`config.mk`:
```
export PLATFORM = sky130hd
export DESIGN_NAME = seg_scan_decoder
export DESIGN_NICKNAME = d
export VERILOG_FILES = /design/src/rtl/seg_scan_decoder.sv
export SDC_FILE = /design/constraint.sdc
export NUM_CORES = 1
export LEC_CHECK = 0
export ABC_AREA = 1
export CORE_MARGIN = 8
export CORE_UTILIZATION = 55
export CTS_CLUSTER_SIZE = 8
export DETAILED_ROUTE_END_ITERATION = 8
export PLACE_DENSITY = 0.75
export SLEW_MARGIN = 0
export SYNTH_ARGS = -nofsm -noshare
export SYNTH_HDL_FRONTEND = slang
export SYNTH_SLANG_ARGS = --single-unit
```
`constraint.sdc`:
```
create_clock -name clk -period 4.38 [get_ports clk]
set_input_delay 0.876 -clock clk [delete_from_list [all_inputs] [get_ports clk]]
set_output_delay 0.876 -clock clk [all_outputs]
set_load 0.01 [all_outputs]
```
`src/rtl/seg_scan_decoder.sv`:
```
`default_nettype none
// ============================================================================
// Module  : seg_scan_decoder
// Rebuilds a stable two-digit value from a scanned 7-segment bus.
// Option  : SEG_DP_CAPTURE_EN adds dp_out (decimal points published with value)
// Revision: 1.0
// ============================================================================
module seg_scan_decoder #(
    parameter int SETTLE_CYCLES  = 16,
    parameter int STABLE_FRAMES  = 3,
    parameter int TIMEOUT_CYCLES = 1048576
) (
    input  logic       clk,
    input  logic       rst_n,
    input  logic [7:0] seg_in,
    input  logic [1:0] sel_in,
    output logic [3:0] value_tens,
    output logic [3:0] value_ones,
    output logic [6:0] value_bin,
    output logic       value_valid,
    output logic       decode_err,
`ifdef SEG_DP_CAPTURE_EN
    output logic [1:0] dp_out,
`endif
    output logic       stale
);

    localparam int            TW          = (TIMEOUT_CYCLES > 2) ? $clog2(TIMEOUT_CYCLES) : 1;
    localparam logic [TW-1:0] TO_LAST     = TW'(TIMEOUT_CYCLES - 1);
    localparam logic [7:0]    SETTLE_LOAD = 8'(SETTLE_CYCLES - 1);
    localparam logic [3:0]    MATCH_MAX   = 4'(STABLE_FRAMES);

    localparam logic [1:0] S_IDLE   = 2'd0;
    localparam logic [1:0] S_SETTLE = 2'd1;
    localparam logic [1:0] S_HOLD   = 2'd2;

    logic [7:0]    seg_m, sseg;
    logic [1:0]    sel_m, ssel, ssel_d;
    logic [1:0]    state, state_nx;
    logic [7:0]    settle_cnt;
    logic          settle_load, sample;
    logic          sel_chg, sel_legal, sel_bad_entry;
    logic [4:0]    dec;
    logic          good_cap, bad_cap;
    logic [3:0]    slot_tens, slot_ones;
    logic          flag_tens, flag_ones;
    logic [7:0]    cand, cand_prev;
    logic [3:0]    match_cnt, match_nx;
    logic [TW-1:0] timeout_cnt;
    logic          frame, publish, timeout_hit;
    logic          dp_same, dp_pub_diff;
    logic [3:0]    tens_b, ones_b;
    logic [6:0]    bin_nx;

    function automatic logic [4:0] seg_decode(input logic [6:0] p);
        case (p)
            7'h40:   seg_decode = {1'b1, 4'd0};
            7'h79:   seg_decode = {1'b1, 4'd1};
            7'h24:   seg_decode = {1'b1, 4'd2};
            7'h30:   seg_decode = {1'b1, 4'd3};
            7'h19:   seg_decode = {1'b1, 4'd4};
            7'h12:   seg_decode = {1'b1, 4'd5};
            7'h02:   seg_decode = {1'b1, 4'd6};
            7'h78:   seg_decode = {1'b1, 4'd7};
            7'h00:   seg_decode = {1'b1, 4'd8};
            7'h10:   seg_decode = {1'b1, 4'd9};
            7'h7F:   seg_decode = {1'b1, 4'hF};
            default: seg_decode = {1'b0, 4'h0};
        endcase
    endfunction

    // Synchronisers reset to the idle pattern so reset release is not an edge.
    always_ff @(posedge clk or negedge rst_n) begin
        if (!rst_n) begin
            seg_m  <= 8'hFF;
            sseg   <= 8'hFF;
            sel_m  <= 2'b11;
            ssel   <= 2'b11;
            ssel_d <= 2'b11;
        end else begin
            seg_m  <= seg_in;
            sseg   <= seg_m;
            sel_m  <= sel_in;
            ssel   <= sel_m;
            ssel_d <= ssel;
        end
    end

    assign sel_chg       = (ssel != ssel_d);
    assign sel_legal     = (ssel == 2'b10) || (ssel == 2'b01);
    assign sel_bad_entry = sel_chg && (ssel == 2'b00);

    always_ff @(posedge clk or negedge rst_n) begin
        if (!rst_n) state <= S_IDLE;
        else        state <= state_nx;
    end

    always_comb begin
        state_nx = state;
        case (state)
            S_IDLE:   if (sel_chg && sel_legal) state_nx = S_SETTLE;
            S_SETTLE: begin
                if (sel_chg)                 state_nx = sel_legal ? S_SETTLE : S_IDLE;
                else if (settle_cnt == 8'd0) state_nx = S_HOLD;
            end
            S_HOLD:   if (sel_chg) state_nx = sel_legal ? S_SETTLE : S_IDLE;
            default:  state_nx = S_IDLE;
        endcase
    end

    always_comb begin
        settle_load = sel_chg && sel_legal;
        sample      = (state == S_SETTLE) && !sel_chg && (settle_cnt == 8'd0);
    end

    assign dec      = seg_decode(sseg[6:0]);
    assign good_cap = sample && dec[4];
    assign bad_cap  = sample && !dec[4];

    assign frame    = flag_tens && flag_ones;
    assign cand     = {slot_tens, slot_ones};
    assign match_nx = ((cand == cand_prev) && dp_same)
                      ? ((match_cnt >= MATCH_MAX) ? MATCH_MAX : match_cnt + 4'd1)
                      : 4'd1;
    assign publish  = frame && (match_nx == MATCH_MAX) &&
                      ((cand != {value_tens, value_ones}) || dp_pub_diff || stale);
    // A capture in the timeout cycle restarts the count instead.
    assign timeout_hit = !good_cap && (timeout_cnt == TO_LAST);

    assign tens_b = (cand[7:4] == 4'hF) ? 4'd0 : cand[7:4];
    assign ones_b = (cand[3:0] == 4'hF) ? 4'd0 : cand[3:0];
    assign bin_nx = 7'(tens_b) * 7'd10 + 7'(ones_b);

    always_ff @(posedge clk or negedge rst_n) begin
        if (!rst_n) begin
            settle_cnt  <= 8'd0;
            timeout_cnt <= '0;
            slot_tens   <= 4'd0;
            slot_ones   <= 4'd0;
            flag_tens   <= 1'b0;
            flag_ones   <= 1'b0;
            cand_prev   <= 8'd0;
            match_cnt   <= 4'd0;
            value_tens  <= 4'hF;
            value_ones  <= 4'hF;
            value_bin   <= 7'd0;
            value_valid <= 1'b0;
            decode_err  <= 1'b0;
            stale       <= 1'b1;
        end else begin
            value_valid <= publish;
            decode_err  <= bad_cap || sel_bad_entry;

            if (settle_load)                                  settle_cnt <= SETTLE_LOAD;
            else if (state == S_SETTLE && settle_cnt != 8'd0) settle_cnt <= settle_cnt - 8'd1;

            if (good_cap)                    timeout_cnt <= '0;
            else if (timeout_cnt != TO_LAST) timeout_cnt <= timeout_cnt + TW'(1);

            if (frame) begin
                flag_tens <= 1'b0;
                flag_ones <= 1'b0;
                cand_prev <= cand;
                match_cnt <= match_nx;
            end
            if (good_cap) begin
                if (ssel == 2'b10) begin
                    slot_ones <= dec[3:0];
                    flag_ones <= 1'b1;
                end else begin
                    slot_tens <= dec[3:0];
                    flag_tens <= 1'b1;
                end
            end
            if (bad_cap) match_cnt <= 4'd0;

            if (publish) begin
                value_tens <= cand[7:4];
                value_ones <= cand[3:0];
                value_bin  <= bin_nx;
                stale      <= 1'b0;
            end
            if (timeout_hit) begin
                stale     <= 1'b1;
                match_cnt <= 4'd0;
                flag_tens <= 1'b0;
                flag_ones <= 1'b0;
            end
        end
    end

`ifdef SEG_DP_CAPTURE_EN
    logic       dp_tens, dp_ones;
    logic [1:0] dp_prev;

    assign dp_same     = ({dp_tens, dp_ones} == dp_prev);
    assign dp_pub_diff = ({dp_tens, dp_ones} != dp_out);

    always_ff @(posedge clk or negedge rst_n) begin
        if (!rst_n) begin
            dp_tens <= 1'b0;
            dp_ones <= 1'b0;
            dp_prev <= 2'b00;
            dp_out  <= 2'b00;
        end else begin
            if (good_cap) begin
                if (ssel == 2'b10) dp_ones <= ~sseg[7];
                else               dp_tens <= ~sseg[7];
            end
            if (frame)   dp_prev <= {dp_tens, dp_ones};
            if (publish) dp_out  <= {dp_tens, dp_ones};
        end
    end
`else
    logic unused_dp;
    assign unused_dp   = sseg[7];
    assign dp_same     = 1'b1;
    assign dp_pub_diff = 1'b0;
`endif

endmodule
`default_nettype wire

```
# --- Word-level counts from Yosys, hierarchy flattened ---
# Cells that the tools add are included.
classes:
  n_reduce_logical: 29
  magnitude_cmp: 1
  multipliers: 1
  n_eq_ne: 25
  bitwise: 1
  muxes: 28
  addsub: 4
op_table:
  columns: ["op", "n"]
  rows:
  - ["$pmux 5 s11", 1]
  - ["$mux 20", 2]
  - ["$eq 7x7->1 const B", 4]
  - ["$mux 4", 7]
  - ["$eq 7x5->1 const B", 3]
  - ["$add 20x1->20 const B", 1]
  - ["$eq 20x20->1 const B", 1]
  - ["$ne 20x20->1 const B", 1]
  - ["$mux 8", 2]
  - ["$eq 7x6->1 const B", 2]
  - ["$logic_and 1x1->1", 11]
  - ["$mux 1", 11]
  - ["$eq 4x4->1 const B", 2]
  - ["$eq 8x8->1", 1]
  - ["$logic_not 8->1", 1]
  - ["$mux 2", 4]
  - ["$ne 8x8->1", 1]
  - ["$reduce_bool 8->1", 1]
  - ["$sub 8x1->8 const B", 1]
  - ["$add 7x4->7", 1]
  - ["$eq 7x2->1 const B", 1]
  - ["$logic_not 7->1", 1]
  - ["$mul 4x3->6 const B", 1]
  - ["$pmux 2 s3", 1]
  - ["other kinds (16)", 27]
totals:
  output_inout_bits: 18
  reg_bits: 90

# --- Logic depth before layout (Yosys ltp) ---
# Gate-level depths: netlist of the first run.
depth:
  ltp_word: 8
  depth_mapped: 15

# --- Worst setup path before layout of the first run ---
# No wires, ideal clock.
synth_timing:
  path_kind: "register -> register"
  startpoint: "reg slot_tens[2]"
  endpoint: "reg value_bin[6]"
  t_arrival_ps: 1763
  stages_incl_launch_ff: 15
  n_path_buf: 1
  path_slack_ps: 2496
  path_cell_list: "dfrtp_1 > buf_4 > nand2_1 > nor2_1 > nor2_1 > nor2_1 > a21oi_1 > ha_1 > ha_1 > nand2_1 > inv_1 > nand2_1 > nand2_1 > nand3_1 > nand2_1"
synth_between:
  elab_chain_len: 5
  elab_cells_between_ends: 11
  cone_classes: "add/sub (1); mul (1); eq/ne (4); mux (2); reduce/logical (3)"
synth_rtl:
  columns: ["item", "line", "source"]
  rows:
  - ["start: declaration", "45", "logic [3:0] slot_tens, slot_ones;"]
  - ["start signal: assignment", "171", "slot_tens <= dec[3:0];"]
  - ["parallel branches: the longest is 5 deep, another holds $add 7x4->7", null, null]
  - ["end signal: assignment", "180", "value_bin <= bin_nx;"]
  - ["end: declaration", "19", "output logic [6:0] value_bin,"]
# Several ways; the timed one is not identified.
# A chain may end at the register's enable or synchronous reset.

# --- Worst setup path in the final report of the first run ---
layout_timing:
  startpoint: "reg value_ones[2]"
  endpoint: "out value_ones[2]"
layout_rtl:
  columns: ["item", "line", "source"]
  rows:
  - ["start: declaration", "18", "output logic [3:0] value_ones,"]
  - ["start signal: assignment", "179", "value_ones <= cand[3:0];"]
# No word-level cell between the ends.

==> run_results.csv, run 1 <==
group,metric,value,unit
logic_synthesis,synthTopCellsByArea,"dfrtp_1 32%, dfstp_2 16%, nand2_1 14%",
routing,drtIter0Drc,276,
sta,rsz0062_at_grt,"false",
sta,fmax,426.5,MHz
global_route,grt_pass1_vias,3690,
clock_tree,clock_sinks,90,
clock_tree,post_cts_resized,0,
sta,tightest_slew,0.8350,ns
logic_synthesis,synth_top_family_by_area,"simple AND/OR/NAND/NOR gates",
placement,port_buffers,28,
cells_and_area,diodes,0,
floorplanning,ios,30,
logic_synthesis,synth_mux_area_frac,0.002120,
floorplanning,die_area,11800,um^2
logic_synthesis,syn_nets,630,
sta,skew,0.01589,ns
cells_and_area,nNetsFinal,664,
clock_tree,clkTransAtPathRegs,0.10,ns
logic_synthesis,avgSynthCellArea,7.764,um^2
clock_tree,cts_root_buf,"clkbuf_8",
floorplanning,die_h,108.6,um
critical_path,r2r_start,"slot_tens[2]$_DFFE_PN0P_",
logic_synthesis,synth_adder_area_share,0.02650,
critical_path,cp_cell_sequence,"clkdlybuf4s50_1",
logic_synthesis,synth-xor-area-share,0.02226,
global_route,overflow,0,
routing,vias,3887,
floorplanning,die_w,108.6,um
cells_and_area,design_area,5304,um^2
logic_synthesis,ys_ff_latch,90,
cells_and_area,drive_gt1_frac,0.1267,
global_route,grt_max_degree,67,
clock_tree,ctsHoldBuffers,0,
critical_path,path_buf_inv,1,
floorplanning,start_util,0.5549,
clock_tree,clock_path_buffers,2,
sta,maxSlewHeadroom,0.4434,
routing,postRouteAntennaNets,0,
critical_path,critPathTopFamily,"flip-flops",
cells_and_area,n_fill_cell,778,
cells_and_area,layout_common_cells,"178 x nand2_1, 86 x nor2_1, 73 x inv_1",
power_and_ir_drop,cellPowerDensity,314.7,nW/um^2
sta,setup_viol,0,
placement,placed_area,5092,um^2
critical_path,required,3.50,ns
critical_path,crit_cells,1,
worst_hold_path,holdPathStages,0,
critical_path,criticalPathCategory,"reg2out",
critical_path,worst_setup_path_end_kind,"output pin",
floorplanning,placement_rows,34,
routing,drcViolationCount,0,
power_and_ir_drop,max-vdd-ir-drop,0.1796,mV
critical_path,cpPeakStageDelay,0.57,ns
logic_synthesis,synth_area_leader_cell,"dfrtp_1",
clock_tree,cts_buffers,9,
logic_synthesis,seq_area_frac_synth,0.4848,
sta,fin_crit_sh,0.5353,
clock_tree,worstSkewPairLatency,0.36,ns
logic_synthesis,synth-simple-area-share,0.3202,
clock_tree,htreeDepth,3,
routing,via_per_inst,5.148,
global_route,grt_pass1_wl,16280,um
placement,hpwl,6915,um
sta,fin_crit,2.345,ns
worst_hold_path,worstHoldStart,"seg_m[3]$_DFF_PN1_",
worst_hold_path,hp-class,"reg2reg",
sta,final_hold_viol_count,0,
routing,wl_per_cell,12.47,um
cells_and_area,final_common_cell,"nand2_1",
cells_and_area,area_growth,12.35,%
floorplanning,core_area,8508,um^2
global_route,grtUsageTotal,0.1692,
sta,report.final.slew_viol_count,0,
critical_path,r2r_end,"value_bin[4]$_DFFE_PN0P_",
logic_synthesis,synth-compound-area-share,0.06785,
sta,setup_tns,0,ns
routing,first_pass_iters,5,
flow_run,drv_cap,0,
status,status,"completed",
power_and_ir_drop,p_leak,2.586,nW
critical_path,start_kind,"flop",
placement,gp_congestion,0.8822,
critical_path,critPathSlowestCell,"dfstp_2",
logic_synthesis,yosysWarnings,0,
clock_tree,postCtsSetupBuffers,0,
critical_path,worstPathArrival,1.47,ns
global_route,grt_antenna_before_repair,0,
critical_path,regToRegSetupSlack,2.12,ns
critical_path,critPathMaxFanout,3,
routing,wl,9415,um
critical_path,ff2ff_path_depth,14,
logic_synthesis,synth_top_area_frac,0.3234,
logic_synthesis,postSynthCellCount,608,
worst_hold_path,hold_path_end,"sseg[3]$_DFF_PN1_",
logic_synthesis,netlist_area,4721,um^2
clock_tree,cts_tree,"done",
logic_synthesis,yosysUniqueCellTypes,36,
-- final cells by class --
cell class                 count  area, um^2  share of cell area
clock inverter                 5       37.54            0.007077
multi-input combinational    429        2072              0.3907
inverter                      83       311.5             0.05874
tap                          108       135.1             0.02548
sequential                    90        2288              0.4315
timing repair buffer          29       285.3             0.05379
clock buffer                  11       173.9             0.03279
-- flip-flops by register name, indices dropped and copies added, names as in the netlist, 7 cells and up --
register,flops
timeout_cnt,20
sseg,7
settle_cnt,8
value_bin,7
seg_m,7
cand_prev,8
-- worst reg2reg max path: stages, from the launching register on --
cell and delay (ns):
dfrtp_1 0.54, nand2_1 0.13, nor2_1 0.26, inv_1 0.10, o21ai_0 0.09, nor2_1 0.07
ha_1 0.34, nand2_1 0.08, inv_1 0.04, nand3_1 0.09, nand3_1 0.13, nand2_1 0.08
nand2_1 0.05, nor2_1 0.12, nor2_1 0.06
-- how the worst max path moves through the flow --
stage / from / to / slack [ns]
floorplan: slot_tens[2]$_DFFE_PN0P_ / value_bin[6]$_DFFE_PN0P_ / 2.50
global placement: slot_tens[2]$_DFFE_PN0P_ / value_bin[6]$_DFFE_PN0P_ / 2.26
detailed placement: slot_tens[2]$_DFFE_PN0P_ / value_bin[4]$_DFFE_PN0P_ / 2.18
CTS: value_ones[2]$_DFFE_PN1P_ / value_ones[2] / 2.02
global route: slot_tens[2]$_DFFE_PN0P_ / value_bin[6]$_DFFE_PN0P_ / 1.94
finish: value_ones[2]$_DFFE_PN1P_ / value_ones[2] / 2.04
-- through the flow --
stage | worst slack (ns) | cells | total power [W] | utilization | hold slack, ns
global placement | 2.255 | 739 | 0.001092 | 0.5985 | 0.3453
global route | 1.942 | 755 | 0.001754 | 0.6234 | 0.3552
finish | 2.035 | 755 | 0.001669 | 0.6234 | 0.3530
floorplan | 2.496 | 608 | 0.001042 | - | 0.3452
CTS | 2.020 | 755 | 0.001690 | 0.6234 | 0.3609
detailed placement | 2.177 | 739 | 0.001103 | 0.5985 | 0.3468
-- routing by layer --
metal  wire length [um]  track usage  vias to the layer above  share of wire
li1                   -            -                     1988              -
met1               4400       0.2180                     1814           0.47
met2               4485       0.2807                       73           0.48
met3                409      0.02600                       12          0.043
met4                120      0.06745                        0          0.013
met5                  0            0                        -              0
-- logic make-up after synthesis --
kind of cell               after synthesis
AOI/OAI and AO/OA                       58
adders and majority gates               10
xor gates and xnor gates                12
DFF                                     90
buffers and inverters                   89
muxes                                    1
and+or+nand+nor                        348
-- synthesized netlist by cell type --
library cell / count
o21ai_1: 5
ha_1: 10
nand2_1: 178
clkbuf_1: 2
nor3_1: 12
nand2_2: 3
mux2i_1: 1
a21oi_1: 7
nor3b_1: 1
nand4_1: 12
dfstp_2: 29
nand4_2: 2
o21ai_0: 36
nor2_4: 2
nand3b_1: 1
xor2_1: 5
o31ai_1: 1
o21ai_2: 4
nor2_2: 3
o211ai_1: 1
buf_4: 1
nand2_4: 1
xnor2_1: 7
dfrtp_1: 61
inv_1: 73
or2_2: 5
o21bai_1: 2
buf_6: 3
nand3_1: 36
nand3_2: 3
a31o_2: 1
inv_2: 10
nand3b_4: 1
nor2_1: 86
nor4_1: 2
o22ai_1: 1
-- where the power goes --
| group | switching, W | internal, W | total (W) |
|---|---|---|---|
| combinational | 0.000103 | 0.0000559 | 0.000158 |
| clock | 0.000301 | 0.000280 | 0.000581 |
| sequential | 0.0000429 | 0.000887 | 0.000930 |
No activity file was read; power rests on OpenSTA's default activity.
==> run 2, diff against run 1 <==
clock period = 2.21 ns   (was 4.38 ns; I/O delays follow)
==> run 2 against run 1 <==
Worst setup slack worse by 1.8 ns. Global-route usage rose by 0.60 points. First-iteration DRC count down 28%. Hold slack lost 0.0027 ns. Design area rose by 1.7%. Cell count increased by 1.5%. Core utilization grew 1.1 points. Clock skew fell by 0.0024 ns. Flip-flop and latch count unchanged. Critical path depth up 13. Largest power group unchanged. Highest routed layer unchanged.
==> run_results.csv, run 2 (synthesis results as in run 1) <==
group,metric,value,unit
status,status,"completed",
floorplanning,die_w,108.6,um
critical_path,criticalPathCategory,"reg2reg",
power_and_ir_drop,combPwrFrac,0.098,
cells_and_area,n_fill_cell,745,
clock_tree,clkTransAtPathRegs,0.09,ns
cells_and_area,area_growth,14.26,%
critical_path,cpPeakStageDelay,0.43,ns
cells_and_area,final_common_cell,"nand2_1",
sta,final_hold_viol_count,0,
placement,placed_cells,749,
sta,maxSlewHeadroom,0.6838,
cells_and_area,nNetsFinal,675,
global_route,grt_pass1_vias,3846,
clock_tree,cts_tree,"done",
routing,via_per_inst,5.232,
power_and_ir_drop,max-vdd-ir-drop,0.4125,mV
sta,fmax,494.0,MHz
floorplanning,start_util,0.5549,
power_and_ir_drop,switching_share,0.2714,
sta,setup_viol,0,
cells_and_area,largest_reg_flops,20,
cells_and_area,top_regs,"timeout_cnt (20), cand_prev (8), settle_cnt (8)",
cells_and_area,stdcell_count,766,
critical_path,cp_cell_sequence,"nand2_1 > nor2_2 > inv_1 > o21ai_0 > nor2_1 > ha_1 > nand2_1 > inv_1 > nand3_1 > nand3_1 > nand2_1 > nand2_1 > nand3_1 > nand2_1",
cells_and_area,regMostFlops,"timeout_cnt",
floorplanning,die_area,11800,um^2
placement,hpwl,7343,um
sta,skew,0.01353,ns
clock_tree,cts_root_buf,"clkbuf_8",
power_and_ir_drop,power,0.003283,W
global_route,grt_antenna_before_repair,0,
critical_path,critPathMaxFanout,6,
worst_hold_path,hp-class,"reg2reg",
clock_tree,cts_buffers,9,
power_and_ir_drop,p_clk_frac,0.340,
cells_and_area,drive_gt1_frac,0.1429,
sta,fin_crit,2.024,ns
power_and_ir_drop,p_seq_frac,0.562,
critical_path,regToRegSetupSlack,0.19,ns
floorplanning,ios,30,
cells_and_area,layout_common_cells,"178 x nand2_1, 84 x nor2_1, 73 x inv_1",
flow_run,drv_cap,0,
power_and_ir_drop,cellPowerDensity,608.6,nW/um^2
placement,gp_congestion,0.9496,
cells_and_area,fin_util,0.6340,
clock_tree,clock_sinks,90,
power_and_ir_drop,intPower,0.002392,W
power_and_ir_drop,switchingPower,0.0008911,W
critical_path,critPathTopFamily,"simple AND/OR/NAND/NOR gates",
critical_path,critPathSlowestCell,"dfrtp_2",
clock_tree,htreeDepth,3,
placement,port_buffers,28,
critical_path,required,2.47,ns
clock_tree,clock_path_buffers,2,
routing,wl,9772,um
critical_path,worstPathArrival,2.28,ns
global_route,overflow,0,
power_and_ir_drop,p_leak,2.630,nW
routing,drcViolationCount,0,
clock_tree,postCtsSetupBuffers,0,
routing,postRouteAntennaNets,0,
routing,drtIter0Drc,198,
sta,fin_crit_sh,0.9160,
global_route,grt_pass1_wl,16920,um
routing,first_pass_iters,5,
sta,report.final.slew_viol_count,0,
critical_path,worst_setup_path_end_kind,"flop",
global_route,grtUsageTotal,0.1752,
floorplanning,placement_rows,34,
routing,wl_per_cell,12.76,um
cells_and_area,diodes,0,
floorplanning,die_h,108.6,um
global_route,grt_max_degree,31,
sta,tightest_slew,0.4611,ns
critical_path,start_kind,"flop",
critical_path,cpMostUsedCell,"nand2_1",
routing,vias,4008,
floorplanning,core_area,8508,um^2
critical_path,path_buf_inv,2,
clock_tree,worstSkewPairLatency,0.36,ns
## run 2: stage by stage
stage	worst slack [ns]	hold WS (ns)	setup TNS [ns]	instance area, um^2
finish	0.1857	0.3503	0	5394
global route	-0.00001332	0.3584	-0.00001332	5394
CTS	0.06260	0.3526	0	5388
detailed placement	0.07623	0.3468	0	5180
global placement	0.2061	0.3456	0	5180
floorplan	0.3263	0.1464	0	4721
## run 2: final timing paths
| path | from | endpoint | depth (start not counted) |
|---|---|---|---|
| max | slot_tens[0]$_DFFE_PN0P_ | value_bin[6]$_DFFE_PN0P_ | 14 |
| max reg2reg | slot_tens[0]$_DFFE_PN0P_ | value_bin[6]$_DFFE_PN0P_ | 14 |
| max in group asynchronous | rst_n | ssel_d[1]$_DFF_PN1_ | 3 |
| min | sel_m[0]$_DFF_PN1_ | ssel[0]$_DFF_PN1_ | 0 |
| min reg2reg | sel_m[0]$_DFF_PN1_ | ssel[0]$_DFF_PN1_ | 0 |
| min in group asynchronous | rst_n | value_valid$_DFF_PN0_ | 2 |
## run 2: worst register-to-register path: cells and delay by family (launching register included)
| kind | cells | cell delay (ns) |
|---|---|---|
| AOI/OAI and AO/OA | 1 | 0.09 |
| DFF | 1 | 0.43 |
| and+or+nand+nor | 10 | 0.95 |
| buffers and inverters | 2 | 0.11 |
| adders and majority gates | 1 | 0.34 |
## run 2: per-layer routing
metal | wire length (um) | GRT usage
met2 | 4647 | 0.2895
met4 | 230 | 0.07722
met1 | 4424 | 0.2218
met5 | 0 | 0
met3 | 469 | 0.03014
## run 2: final cells by class
cell class	count	area (um^2)	area share
clock buffer	12	166.4	0.03085
tap	108	135.1	0.02505
inverter	83	311.5	0.05776
sequential	90	2290	0.4245
timing repair buffer	40	382.9	0.07098
clock inverter	4	31.28	0.005799
multi-input combinational	429	2077	0.3851
## run 2: power by group through the flow
stage                     registers, W  clock network (W)  logic, W
after global routing           0.00186            0.00121  0.000372
after global placement         0.00187                  0  0.000307
after floorplan                0.00185                  0  0.000213
after CTS                      0.00184            0.00114  0.000326
final                          0.00184            0.00112  0.000322
after detailed placement       0.00187                  0  0.000325
## run 2: repair_timing
action / CTS / global route
endpoints found under the hold margin: 14 / 0
hold buffers: 1 / 0
gates resized for setup: 0 / 3
endpoints found under the setup margin: 0 / 3
